[config.mk]
export PLATFORM = sky130hd
export DESIGN_NAME = alarm_event_uart_tx
export DESIGN_NICKNAME = d
export VERILOG_FILES = /design/src/rtl/alarm_pkg.sv /design/src/rtl/sync_fifo.sv /design/src/rtl/alarm_event_uart_tx.sv
export SDC_FILE = /design/constraint.sdc
export NUM_CORES = 1
export LEC_CHECK = 0
export BUFFER_PORTS_ARGS = -buffer_cell sky130_fd_sc_hd__buf_2
export CAP_MARGIN = 20
export CELL_PAD_IN_SITES_DETAIL_PLACEMENT = 0
export CELL_PAD_IN_SITES_GLOBAL_PLACEMENT = 2
export CORE_ASPECT_RATIO = 0.5
export CORE_MARGIN = 8
export CORE_UTILIZATION = 45
export CTS_CLUSTER_DIAMETER = 120
export DETAILED_ROUTE_END_ITERATION = 8
export GPL_TIMING_DRIVEN = 0
export PLACE_DENSITY_LB_ADDON = 0.1
export SLEW_MARGIN = 0
export SYNTH_ARGS = -nofsm -noshare
export SYNTH_HDL_FRONTEND = slang
export SYNTH_SLANG_ARGS = --single-unit
export TNS_END_PERCENT = 20
[constraint.sdc]
create_clock -name clock -period 4.2 [get_ports clock]
set_input_delay 0.21 -clock clock [delete_from_list [all_inputs] [get_ports clock]]
set_output_delay 0.21 -clock clock [all_outputs]
set_load 0.05 [all_outputs]
[src/rtl/alarm_pkg.sv]
// rtl/alarm_pkg.sv - shared types and constants for the alarm event UART transmitter
package alarm_pkg;

  typedef enum logic [1:0] {
    TX_IDLE  = 2'd0,
    TX_START = 2'd1,
    TX_DATA  = 2'd2,
    TX_STOP  = 2'd3
  } tx_state_e;

  // Snapshot byte layout, bit7 down to bit0
  localparam int BIT_DROP      = 7;
  localparam int BIT_ESTADO_HI = 6;
  localparam int BIT_ESTADO_LO = 3;
  localparam int BIT_STATUS    = 2;
  localparam int BIT_SIREN     = 1;
  localparam int BIT_FUEL      = 0;

  localparam int SNAP_W    = 7;
  localparam int DATA_BITS = 8;
  localparam int STOP_BITS = 1;

endpackage

[src/rtl/sync_fifo.sv]
// rtl/sync_fifo.sv - small synchronous FIFO with push-while-full-and-pop support
module sync_fifo #(
  parameter int WIDTH = 8,
  parameter int DEPTH = 4
) (
  input  logic             clock,
  input  logic             reset,
  input  logic             push,
  input  logic [WIDTH-1:0] push_data,
  input  logic             pop,
  output logic [WIDTH-1:0] pop_data,
  output logic             full,
  output logic             empty
);

  localparam int AW = $clog2(DEPTH);

  logic [WIDTH-1:0] mem [DEPTH];
  logic [AW:0]      wr_ptr;
  logic [AW:0]      rd_ptr;
  logic             do_push;
  logic             do_pop;

  assign empty    = (wr_ptr == rd_ptr);
  assign full     = (wr_ptr[AW] != rd_ptr[AW]) && (wr_ptr[AW-1:0] == rd_ptr[AW-1:0]);
  assign do_pop   = pop && !empty;
  // A pop in the same cycle frees the slot, so a full FIFO still accepts the push
  assign do_push  = push && (!full || do_pop);
  assign pop_data = mem[rd_ptr[AW-1:0]];

  always_ff @(posedge clock or negedge reset) begin
    if (!reset) begin
      wr_ptr <= '0;
      rd_ptr <= '0;
    end else begin
      if (do_push) wr_ptr <= wr_ptr + 1'b1;
      if (do_pop)  rd_ptr <= rd_ptr + 1'b1;
    end
  end

  always_ff @(posedge clock) begin
    if (do_push) mem[wr_ptr[AW-1:0]] <= push_data;
  end

endmodule

[src/rtl/alarm_event_uart_tx.sv]
// rtl/alarm_event_uart_tx.sv - snapshots alarm state changes and sends each as one 8N1 UART byte
module alarm_event_uart_tx
  import alarm_pkg::*;
#(
  parameter int CLK_HZ     = 100_000_000,
  parameter int BAUD       = 115200,
  parameter int FIFO_DEPTH = 4
) (
  input  logic       clock,
  input  logic       reset,
  input  logic [3:0] estado,
  input  logic       status,
  input  logic       siren,
  input  logic       fuel_pump,
  output logic       tx,
  output logic       busy,
  output logic       overflow
);

  localparam int BIT_DIV = CLK_HZ / BAUD;
  localparam int CNT_W   = (BIT_DIV > 1) ? $clog2(BIT_DIV) : 1;
  localparam logic [CNT_W-1:0] CNT_LAST = CNT_W'(BIT_DIV - 1);
  localparam logic [2:0]       IDX_LAST = 3'(DATA_BITS - 1);

  logic [SNAP_W-1:0] snap_in;
  logic [SNAP_W-1:0] snap_q;
  logic [SNAP_W-1:0] prev_q;
  logic              primed_q;
  logic              change;
  logic              drop_pend_q;
  logic              overflow_q;

  logic [7:0] push_byte;
  logic [7:0] pop_byte;
  logic       fifo_full;
  logic       fifo_empty;
  logic       fifo_pop;
  logic       dropped;
  logic       accepted;

  tx_state_e        state_q;
  logic [CNT_W-1:0] cnt_q;
  logic [2:0]       bit_idx_q;
  logic [7:0]       shreg_q;
  logic             tx_q;
  logic             busy_q;

  assign snap_in = {estado, status, siren, fuel_pump};
  assign change  = primed_q && (snap_q != prev_q);

  always_comb begin
    push_byte = '0;
    push_byte[BIT_DROP]                    = drop_pend_q;
    push_byte[BIT_ESTADO_HI:BIT_ESTADO_LO] = snap_q[6:3];
    push_byte[BIT_STATUS]                  = snap_q[2];
    push_byte[BIT_SIREN]                   = snap_q[1];
    push_byte[BIT_FUEL]                    = snap_q[0];
  end

  assign fifo_pop = (state_q == TX_IDLE) && !fifo_empty;
  assign dropped  = change && fifo_full && !fifo_pop;
  assign accepted = change && !dropped;

  sync_fifo #(
    .WIDTH (8),
    .DEPTH (FIFO_DEPTH)
  ) u_fifo (
    .clock     (clock),
    .reset     (reset),
    .push      (change),
    .push_data (push_byte),
    .pop       (fifo_pop),
    .pop_data  (pop_byte),
    .full      (fifo_full),
    .empty     (fifo_empty)
  );

  // First clock after reset seeds the reference so the reset value never produces a byte
  always_ff @(posedge clock or negedge reset) begin
    if (!reset) begin
      snap_q      <= '0;
      prev_q      <= '0;
      primed_q    <= 1'b0;
      drop_pend_q <= 1'b0;
      overflow_q  <= 1'b0;
    end else begin
      snap_q <= snap_in;
      if (!primed_q) begin
        prev_q   <= snap_in;
        primed_q <= 1'b1;
      end else if (change) begin
        prev_q <= snap_q;
      end
      if (dropped) begin
        drop_pend_q <= 1'b1;
        overflow_q  <= 1'b1;
      end else if (accepted) begin
        drop_pend_q <= 1'b0;
      end
    end
  end

  always_ff @(posedge clock or negedge reset) begin
    if (!reset) begin
      state_q   <= TX_IDLE;
      cnt_q     <= '0;
      bit_idx_q <= '0;
      shreg_q   <= '0;
    end else begin
      case (state_q)
        TX_IDLE: begin
          cnt_q <= '0;
          if (fifo_pop) begin
            shreg_q <= pop_byte;
            state_q <= TX_START;
          end
        end
        TX_START: begin
          if (cnt_q == CNT_LAST) begin
            cnt_q     <= '0;
            bit_idx_q <= '0;
            state_q   <= TX_DATA;
          end else begin
            cnt_q <= cnt_q + 1'b1;
          end
        end
        TX_DATA: begin
          if (cnt_q == CNT_LAST) begin
            cnt_q   <= '0;
            shreg_q <= shreg_q >> 1;
            if (bit_idx_q == IDX_LAST) state_q <= TX_STOP;
            else                       bit_idx_q <= bit_idx_q + 1'b1;
          end else begin
            cnt_q <= cnt_q + 1'b1;
          end
        end
        default: begin
          if (cnt_q == CNT_LAST) begin
            cnt_q   <= '0;
            state_q <= TX_IDLE;
          end else begin
            cnt_q <= cnt_q + 1'b1;
          end
        end
      endcase
    end
  end

  // Line and busy are registered off the state, so the line trails the FSM by one clock
  always_ff @(posedge clock or negedge reset) begin
    if (!reset) begin
      tx_q   <= 1'b1;
      busy_q <= 1'b0;
    end else begin
      case (state_q)
        TX_START: tx_q <= 1'b0;
        TX_DATA:  tx_q <= shreg_q[0];
        default:  tx_q <= 1'b1;
      endcase
      busy_q <= (state_q != TX_IDLE) || !fifo_empty;
    end
  end

  assign tx       = tx_q;
  assign busy     = busy_q;
  assign overflow = overflow_q;

endmodule

==> results of run 1 <==
## layout make-up
| type | instances | area (µm²) |
|---|---|---|
| fill | 598 | 3320 |
| sequential | 80 | 2160 |
| multi-input combinational | 141 | 1180 |
| clock buffer | 12 | 256 |
| timing repair buffer | 20 | 155 |
| tap | 96 | 120 |
| clock inverter | 4 | 77.6 |
| inverter | 11 | 41.3 |
| buffer | 6 | 28.8 |
## registers in the layout, summed over array words and instances, names as in the netlist
signal	cells
prev_q	7
state_q	2
u_fifo.wr_ptr	3
shreg_q	8
primed_q	1
snap_q	7
u_fifo.rd_ptr	3
u_fifo.mem	32
busy	1
drop_pend_q	1
cnt_q	10
tx	1
overflow	1
bit_idx_q	3
## cell families after synthesis
group | count (synthesis) | synth area share
AOI/OAI and AO/OA | 13 | 0.0289
xor gates and xnor gates | 24 | 0.0615
adders and majority gates | 12 | 0.0439
buffers and inverters | 17 | 0.0205
DFF | 80 | 0.633
muxes | 28 | 0.119
other | 1 | 0.00110
and+or+nand+nor | 63 | 0.0915
## cell usage in the layout (no fill, tap or decap), types with 3 or more instances in the layout
cell,n
and2_1,4
inv_1,11
dlygate4sd3_1,8
nand2_1,26
nor2_1,12
nor4_1,3
xor2_1,13
mux4_2,8
buf_2,13
nor3_1,4
nand3_1,4
xnor2_1,11
mux2_2,18
clkbuf_16,9
clkbuf_1,3
ha_1,12
edfxtp_1,32
dfrtp_1,47
## worst max-delay path, stage by stage (launching register included)
cell and delay [ps]:
dfrtp_1 400, inv_1 120, ha_1 350, nor4_1 170
a211oi_1 480, and2_1 480
## how the worst max path moves through the flow
| stage | startpoint | to | cells after the start |
|---|---|---|---|
| finish | state_q[0] | u_fifo.mem[0][2] | 5 |
| global placement | state_q[0] | u_fifo.mem[0][2] | 5 |
| detailed placement | state_q[0] | u_fifo.mem[0][2] | 5 |
| floorplan | state_q[0] | u_fifo.mem[0][0] | 5 |
| global route | state_q[0] | u_fifo.mem[0][2] | 5 |
| CTS | state_q[0] | u_fifo.mem[0][2] | 5 |
## metrics by stage
stage | power, mW | setup slack [ps] | util | hold WS (ps)
4_1_cts | 2.94 | 1770 | 0.544 | 117
2_1_floorplan | 1.84 | 2330 | - | -85.6
6_report | 2.89 | 1850 | 0.548 | 397
3_3_place_gp | 2.03 | 1870 | 0.489 | 330
5_1_grt | 3.08 | 1590 | 0.548 | 452
3_5_place_dp | 2.07 | 1800 | 0.489 | 333
## where the power goes
group | internal [mW] | total [mW] | switching, mW | leakage [nW]
logic | 0.412 | 0.902 | 0.490 | 0.633
registers | 1.03 | 1.14 | 0.113 | 0.880
clock network | 0.555 | 0.853 | 0.298 | 0.163
total | 1.99 | 2.89 | 0.901 | 1.68
## what timing repair did
action	CTS	global route
hold endpoints to repair	7	21
hold buffers	7	1
endpoints found under the setup margin	0	0
## layer usage
metal | GRT usage | up-vias | share of wire
li1 | - | 896 | -
met1 | 0.147 | 925 | 0.48
met2 | 0.179 | 31 | 0.45
met3 | 0.0519 | 8 | 0.050
met4 | 0.0358 | 0 | 0.013
met5 | 0 | - | 0
==> reports/qor.txt, run 1 <==
Status: complete, no violations
Worst reg2reg path endpoint: u_fifo.mem[0][2]
Post-DP Area: 0.00359 mm²
DR WL/cell: 15.9 µm
Mapped Area: 0.00342 mm²
Maximum vdd drop: 0.260 mV
Synth cell types: 39
Tightest Pin Transition: 1020 ps
Post-synth EDFFs: 32
Rel. slew slack: 0.322
Ports: 12
Leakage: 1.68 nW
Final setup fails: 0
Arr. time, crit path: 2330 ps
Total CTS buffers: 9
Largest net degree at the start of global routing: 49
Iteration count of the initial detailed-routing pass: 4
Die Wd: 139 µm
Maxcap violations: 0
Post-CTS Setup Inserts: 0
DRC viols: 0
Clock transition at path regs: 60 ps
Layout area overhead: 17.8%
Kind of critical path: register to register
Cell Rows: 22
Max Freq: 0.425 GHz
I/O Buffers: 11
Clock Skew: 4.92 ps
Max-slew violation count: 0
Clk sinks: 80
Reg2reg path depth: 5
Reg2reg start: state_q[0]
Gpl congestion: 0.710
Ratio of cells with drive above 1 in the final layout: 0.230
Final HPWL from detailed placement: 3970 µm
Final hold vios: 0
Final wirelength: 5870 µm
Grt total ovfl: 0
Initial antenna violation count: 0
Synth warn: 0
Vias: 1860
Total track usage: 0.117
Period utilization: 0.560
Worst-path maximum fanout: 8
Initial Utilization: 0.465
Vias in the first global route: 1923
Mapped Cells: 238
Post-synthesis register bit count: 80
Synth cell count leaders: dfrtp_1 (47), edfxtp_1 (32), nand2_1 (26), mux2_2 (18), xor2_1 (13)
Top-count cell post-synth: dfrtp_1
Worst Path Required: 4180 ps
Placed insts: 345
Total die area: 0.0108 mm²
Mapped Avg Cell Area: 14.4 µm²
Vias per cell: 5.03
Yosys top cell area share: 0.344
Global-route wire length before repair: 9750 µm
FFs w/ async S/R, synth: 0.600
Post_cts resized: 0
Synth area leaders: dfrtp_1 (34%), edfxtp_1 (28%), mux2_2 (5.9%)
Maximum buffer depth of the clock tree: 2
Core Footprint: 0.00735 mm²
Pwr Density: 719 mW/mm²
Setup slack, reg-to-reg: 1850 ps
Tmin final: 2350 ps
Drt initial violations: 44
CTS root buffer: clkbuf_16
Final setup TNS: 0 ps
Sequential area share after synthesis: 0.633
Non-filler cells, final: 370
CTS H-tree lvls: 3
CTS tree: done
Final ANT Viol Nets: 0
Final instance area: 0.00403 mm²
Die height: 77.6 µm
Area leader, netlist: dfrtp_1
Net Count, Synth: 259
Worst-Skew Late Latency: 330 ps
ANT cells: 0
Hold WC Path Type: primary input to async pin
Crit path capture type: register
Leading register cell type out of synthesis: dfrtp_1
RSZ-0062 raised after global routing: false
Fin nets: 290
Startpoint Class: register
No activity file was read; power rests on OpenSTA's default activity.
==> run 2, diff against run 1 <==
Settings changed: ABC_AREA set to 1, CORE_UTILIZATION 45 to 36.
Clock period 4.2 ns to 2 ns, I/O delays scaled along.
==> reports/qor.txt, run 2 <==
Synth cell count leaders: nand2_1 (128), dfrtp_1 (47), nand3_1 (34), edfxtp_1 (32), inv_1 (26)
Layout area overhead: 19.2%
Final setup fails: 0 (unchanged)
Non-filler cells, final: 538 (+45%)
FFs w/ async S/R, synth: 0.600 (unchanged)
Clock Skew: 6.43 ps (+1.52 ps)
Largest net degree at the start of global routing: 49 (unchanged)
Maxcap violations: 0 (unchanged)
Worst-path maximum fanout: 8 (unchanged)
DRC viols: 0 (unchanged)
Rel. slew slack: 0.627 (+0.305)
Maximum buffer depth of the clock tree: 2 (unchanged)
Kind of critical path: register to register
Total Power: 6.21 mW (+110%)
Crit-path most repeated cell: nand2_1
DR WL/cell: 13.0 µm (-18%)
CTS root buffer: clkbuf_16
Crit-path slowest cell: dfrtp_1
CTS tree: done
Vias per cell: 4.51 (-10%)
Max reg flops: 32 (unchanged)
Post-synthesis register bit count: 80 (unchanged)
Ratio of cells with drive above 1 in the final layout: 0.141 (-0.0885)
Leading register cell type out of synthesis: dfrtp_1
Mapped Avg Cell Area: 9.78 µm² (-32%)
Total CTS buffers: 9 (unchanged)
Tmin final: 1870 ps (-482 ps)
Final ANT Viol Nets: 0 (unchanged)
Crit path capture type: register
Clock transition at path regs: 60 ps (about the same)
Placed insts: 512 (+48%)
Total die area: 0.0136 mm² (+26%)
Arr. time, crit path: 1880 ps (-450 ps)
I/O Buffers: 11 (unchanged)
Maximum vdd drop: 0.475 mV (+83%)
Period utilization: 0.935 (+0.375)
Initial antenna violation count: 0 (unchanged)
Initial Utilization: 0.375 (-0.0897)
Gpl congestion: 0.745 (+4.9%)
Grt total ovfl: 0 (unchanged)
Vias: 2426 (+30%)
Max Freq: 0.535 GHz (+26%)
Worst Path Required: 2010 ps (-2170 ps)
Yosys top cell area share: 0.329 (-0.0156)
Status: complete, no violations
RSZ-0062 raised after global routing: false
Final HPWL from detailed placement: 4800 µm (+21%)
Buffers & Inverters on Critical Path: 1 (unchanged)
Post-synth EDFFs: 32 (unchanged)
Slowest stage delay, CP: 430 ps (-50 ps)
Core Footprint: 0.00954 mm² (+30%)
Vias in the first global route: 2377 (+24%)
Startpoint Class: register
Total track usage: 0.115 (-0.00198)
Die height: 86.5 µm (+11%)
Synth area leaders: dfrtp_1 (33%), edfxtp_1 (27%), nand2_1 (13%)
Die Wd: 157 µm (+13%)
Mapped Area: 0.00358 mm² (+4.8%)
Synth warn: 0 (unchanged)
Fin nets: 419 (+44%)
Hold WC Path Type: primary input to async pin
Cell Chain, Critical Path: inv_1 -> nand2_1 -> nand2_1 -> and2_1 -> nand2_2 -> nand3_4 -> nor2_4
Tightest Pin Transition: 559 ps (-458 ps)
CP delay by family, top: simple AND/OR/NAND/NOR gates
CTS H-tree lvls: 3 (unchanged)
Final wirelength: 6990 µm (+19%)
Final hold vios: 0 (unchanged)
Leakage: 1.95 nW (+16%)
Synth cell types: 37 (-5.1%)
Top-count cell post-synth: nand2_1
Cell Rows: 25 (+14%)
Global-route wire length before repair: 11800 µm (+21%)
Max-slew violation count: 0 (unchanged)
Iteration count of the initial detailed-routing pass: 4 (unchanged)
Most common cell after layout, fill and taps aside: nand2_1
Drt initial violations: 98 (+120%)
Ports: 12 (unchanged)
Pwr Density: 1450 mW/mm² (+100%)
Commonest non-fill, non-tap cells in the layout: nand2_1 (127), dfrtp_1 (46), nand3_1 (34), edfxtp_1 (32), inv_1 (26)
Final setup TNS: 0 ps (unchanged)
Mapped Cells: 366 (+54%)
Worst-Skew Late Latency: 340 ps (about the same)
Clk sinks: 80 (unchanged)
Sequential area share after synthesis: 0.604 (-0.0288)
ANT cells: 0 (unchanged)
Net Count, Synth: 387 (+49%)
Area leader, netlist: dfrtp_1
run 2: through the flow:
| step | cell area, µm² | hold WS [ps] | worst slack (ps) | util |
|---|---|---|---|---|
| floorplan | 3580 | -196 | 204 | - |
| global placement | 3800 | 221 | -291 | 0.399 |
| detailed placement | 3800 | 223 | -295 | 0.399 |
| CTS | 4180 | 20.4 | -141 | 0.439 |
| global route | 4270 | 214 | 13.2 | 0.447 |
| finish | 4270 | 191 | 129 | 0.447 |
run 2: path summary, 6_finish.rpt:
path / start / to / cells past startpoint / slack (ps)
hold / removal: reset / bit_idx_q[2] / 2 / 190
hold reg to reg: cnt_q[0] / cnt_q[0] / 1 / 460
min in group clock: estado[0] / snap_q[3] / 2 / 410
setup reg to reg: u_fifo.wr_ptr[1] / u_fifo.mem[3][3] / 7 / 130
setup / recovery: u_fifo.wr_ptr[1] / u_fifo.mem[3][3] / 7 / 130
max in group asynchronous: reset / u_fifo.rd_ptr[1] / 3 / 1290
run 2: repair_timing:
action | in CTS | in global routing
hold buffers | 7 | 1
resized for setup | 4 | 8
buffers inserted | 0 | 1
pin swaps | 0 | 2
endpoints found under the setup margin | 32 | 32
endpoints found under the hold margin | 14 | 12
run 2: final cells by class:
cell class / count / area, µm²
fill: 925 / 5270
sequential: 80 / 2160
multi-input combinational: 246 / 1290
clock buffer: 10 / 250
timing repair buffer: 21 / 175
tap: 135 / 169
inverter: 33 / 124
clock inverter: 6 / 50.0
buffer: 7 / 40.0
run 2: logic make-up after synthesis:
group,share of synthesized area
simple gates,0.250
flops,0.604
buf+inv,0.0458
compound gates,0.0283
fa+ha+maj,0.0419
xor+xnor,0.0290
other cells,0.00105
run 2: per-layer routing:
metal,share of wire,vias up,global-route usage
met5,0,-,0
met4,0.017,0,0.0446
met3,0.041,11,0.0427
met2,0.43,34,0.180
met1,0.51,1134,0.142
li1,-,1247,-
run 2: report_power, final:
group / internal [mW] / leakage [nW] / switching [mW]
Sequential: 2.13 / 0.891 / 0.226
Combinational: 0.736 / 0.907 / 1.49
Clock: 0.932 / 0.148 / 0.697
==> run 3, diff against run 2 <==
Settings changed: CORE_ASPECT_RATIO 0.5 to 0.7.
==> reports/qor.txt, run 3 (same netlist as run 2, synthesis figures left out) <==
Startpoint Class: register
Crit path capture type: register
Final HPWL from detailed placement: 5110 µm (+6.6%)
Vias per cell: 4.51 (about the same)
Total track usage: 0.124 (+0.00939)
Layout area overhead: 20.2%
Maximum buffer depth of the clock tree: 2 (unchanged)
Arr. time, crit path: 1950 ps (+70 ps)
Initial antenna violation count: 0 (unchanged)
Tmin final: 1900 ps (+26.6 ps)
Seq. cell area: 0.00216 mm² (about the same)
Initial Utilization: 0.370 (-0.00557)
Worst Path Required: 2050 ps (+40 ps)
Leakage: 1.96 nW (+0.85%)
Grt met2 use: 0.181 (+0.00155)
Final setup fails: 0 (unchanged)
Met3 usage: 0.0368 (-0.00592)
Commonest non-fill, non-tap cells in the layout: nand2_1 (128), dfrtp_1 (47), nand3_1 (34), edfxtp_1 (32), inv_1 (26)
Grt total ovfl: 0 (unchanged)
Fin nets: 422 (+0.72%)
Hold WC Path Type: primary input to async pin
Core Footprint: 0.00968 mm² (+1.5%)
Max-slew violation count: 0 (unchanged)
Total die area: 0.0134 mm² (-1.0%)
ANT cells: 0 (unchanged)
Vias: 2409 (-0.70%)
Clock Skew: 5.83 ps (-0.605 ps)
Tightest Pin Transition: 596 ps (+36.6 ps)
Status: complete, no violations
Kind of critical path: register to register
Final hold vios: 0 (unchanged)
Met1 GRT Util: 0.171 (+0.0285)
Max reg flops: 32 (unchanged)
Max Freq: 0.527 GHz (-1.4%)
WHS: 274 ps (+83.0 ps)
Drt initial violations: 118 (+20%)
FILL cells: 962 (+4.0%)
Total CTS buffers: 9 (unchanged)
Non-filler cells, final: 534 (-0.74%)
Maxcap violations: 0 (unchanged)
I/O Buffers: 11 (unchanged)
Clock transition at path regs: 60 ps (about the same)
Worst-Skew Late Latency: 330 ps (about the same)
CTS tree: done
Global-route wire length before repair: 12900 µm (+9.1%)
Pwr Density: 1450 mW/mm² (about the same)
Die height: 99.4 µm (+15%)
Gpl congestion: 0.719 (-3.4%)
Total Power: 6.26 mW (+0.84%)
Worst-path maximum fanout: 8 (unchanged)
Ports: 12 (unchanged)
Die Wd: 135 µm (-14%)
Ratio of cells with drive above 1 in the final layout: 0.143 (+0.00142)
Clk sinks: 80 (unchanged)
Vias in the first global route: 2516 (+5.8%)
Largest net degree at the start of global routing: 30 (-39%)
CTS H-tree lvls: 3 (unchanged)
Final ANT Viol Nets: 0 (unchanged)
Rel. slew slack: 0.603 (-0.0244)
Final wirelength: 7480 µm (+7.0%)
Maximum vdd drop: 0.584 mV (+23%)
DRC viols: 0 (unchanged)
Iteration count of the initial detailed-routing pass: 4 (unchanged)
Cell Rows: 30 (+20%)
Most common cell after layout, fill and taps aside: nand2_1
Period utilization: 0.949 (+0.0133)
Placed insts: 506 (-1.2%)
RSZ-0062 raised after global routing: false
GR peak layer: met2
Area occupied by multi-input gates: 0.00129 mm² (-0.19%)
CTS root buffer: clkbuf_16
DR WL/cell: 14.0 µm (+7.8%)
-- run 3: cell count changes in the layout (fill, tap and decap cells not counted), moves of 2 or more --
| cell | change |
|---|---|
| buf_12 | +3 |
| clkinv_4 | -3 |
| clkinvlp_4 | +2 |
| clkinv_2 | +3 |
-- run 3: path summary, 6_finish.rpt --
kind | start | endpoint | slack [ps] | cells past startpoint
min in group clock | status | snap_q[2] | 420 | 2
worst max-delay path | snap_q[0] | u_fifo.mem[3][1] | 100 | 9
max in group asynchronous | reset | tx | 1120 | 3
worst max register to register | snap_q[0] | u_fifo.mem[3][1] | 100 | 9
worst min register to register | cnt_q[0] | cnt_q[0] | 470 | 1
worst min-delay path | reset | prev_q[3] | 270 | 2
-- run 3: layout make-up --
| type | count | area share |
|---|---|---|
| multi-input combinational | 246 | 0.300 |
| timing repair buffer | 24 | 0.0547 |
| inverter | 33 | 0.0288 |
| tap | 128 | 0.0372 |
| clock inverter | 6 | 0.0140 |
| clock buffer | 10 | 0.0532 |
| sequential | 80 | 0.503 |
| buffer | 7 | 0.00930 |
-- run 3: power by group --
part	switching [mW]	internal (mW)
logic	1.50	0.801
clock network	0.646	0.960
registers	0.220	2.13
-- run 3: layer usage --
metal  share of wire  up-vias
met5               0        -
met4          0.0047        0
met3           0.032        2
met2            0.43       26
met1            0.53     1126
li1                -     1255
-- run 3: what timing repair did --
item / CTS / global route
endpoints found under the hold margin: 33 / 0
buffers inserted: 0 / 4
pin swaps: 0 / 4
setup endpoints to repair: 32 / 32
resized for setup: 4 / 6
hold buffers: 8 / 0
-- run 3: worst max-delay path, stage by stage, from the launching register on --
cell and delay [ps]:
dfrtp_1 440, inv_1 90, nand2_1 60, nand2_1 40, nand2_1 90, nor2_1 80
nand2_1 250, nand3_4 230, nor2_4 190, buf_12 140
-- run 3: stage by stage --
stage	setup TNS [ps]	setup slack (ps)	util	area, µm²
6_report	0	103	0.444	4300
5_1_grt	0	32.1	0.444	4300
4_1_cts	-4410	-153	0.433	4190
3_5_place_dp	-10650	-355	0.394	3810
3_3_place_gp	-10690	-344	0.392	3790
2_1_floorplan	0	204	-	3580
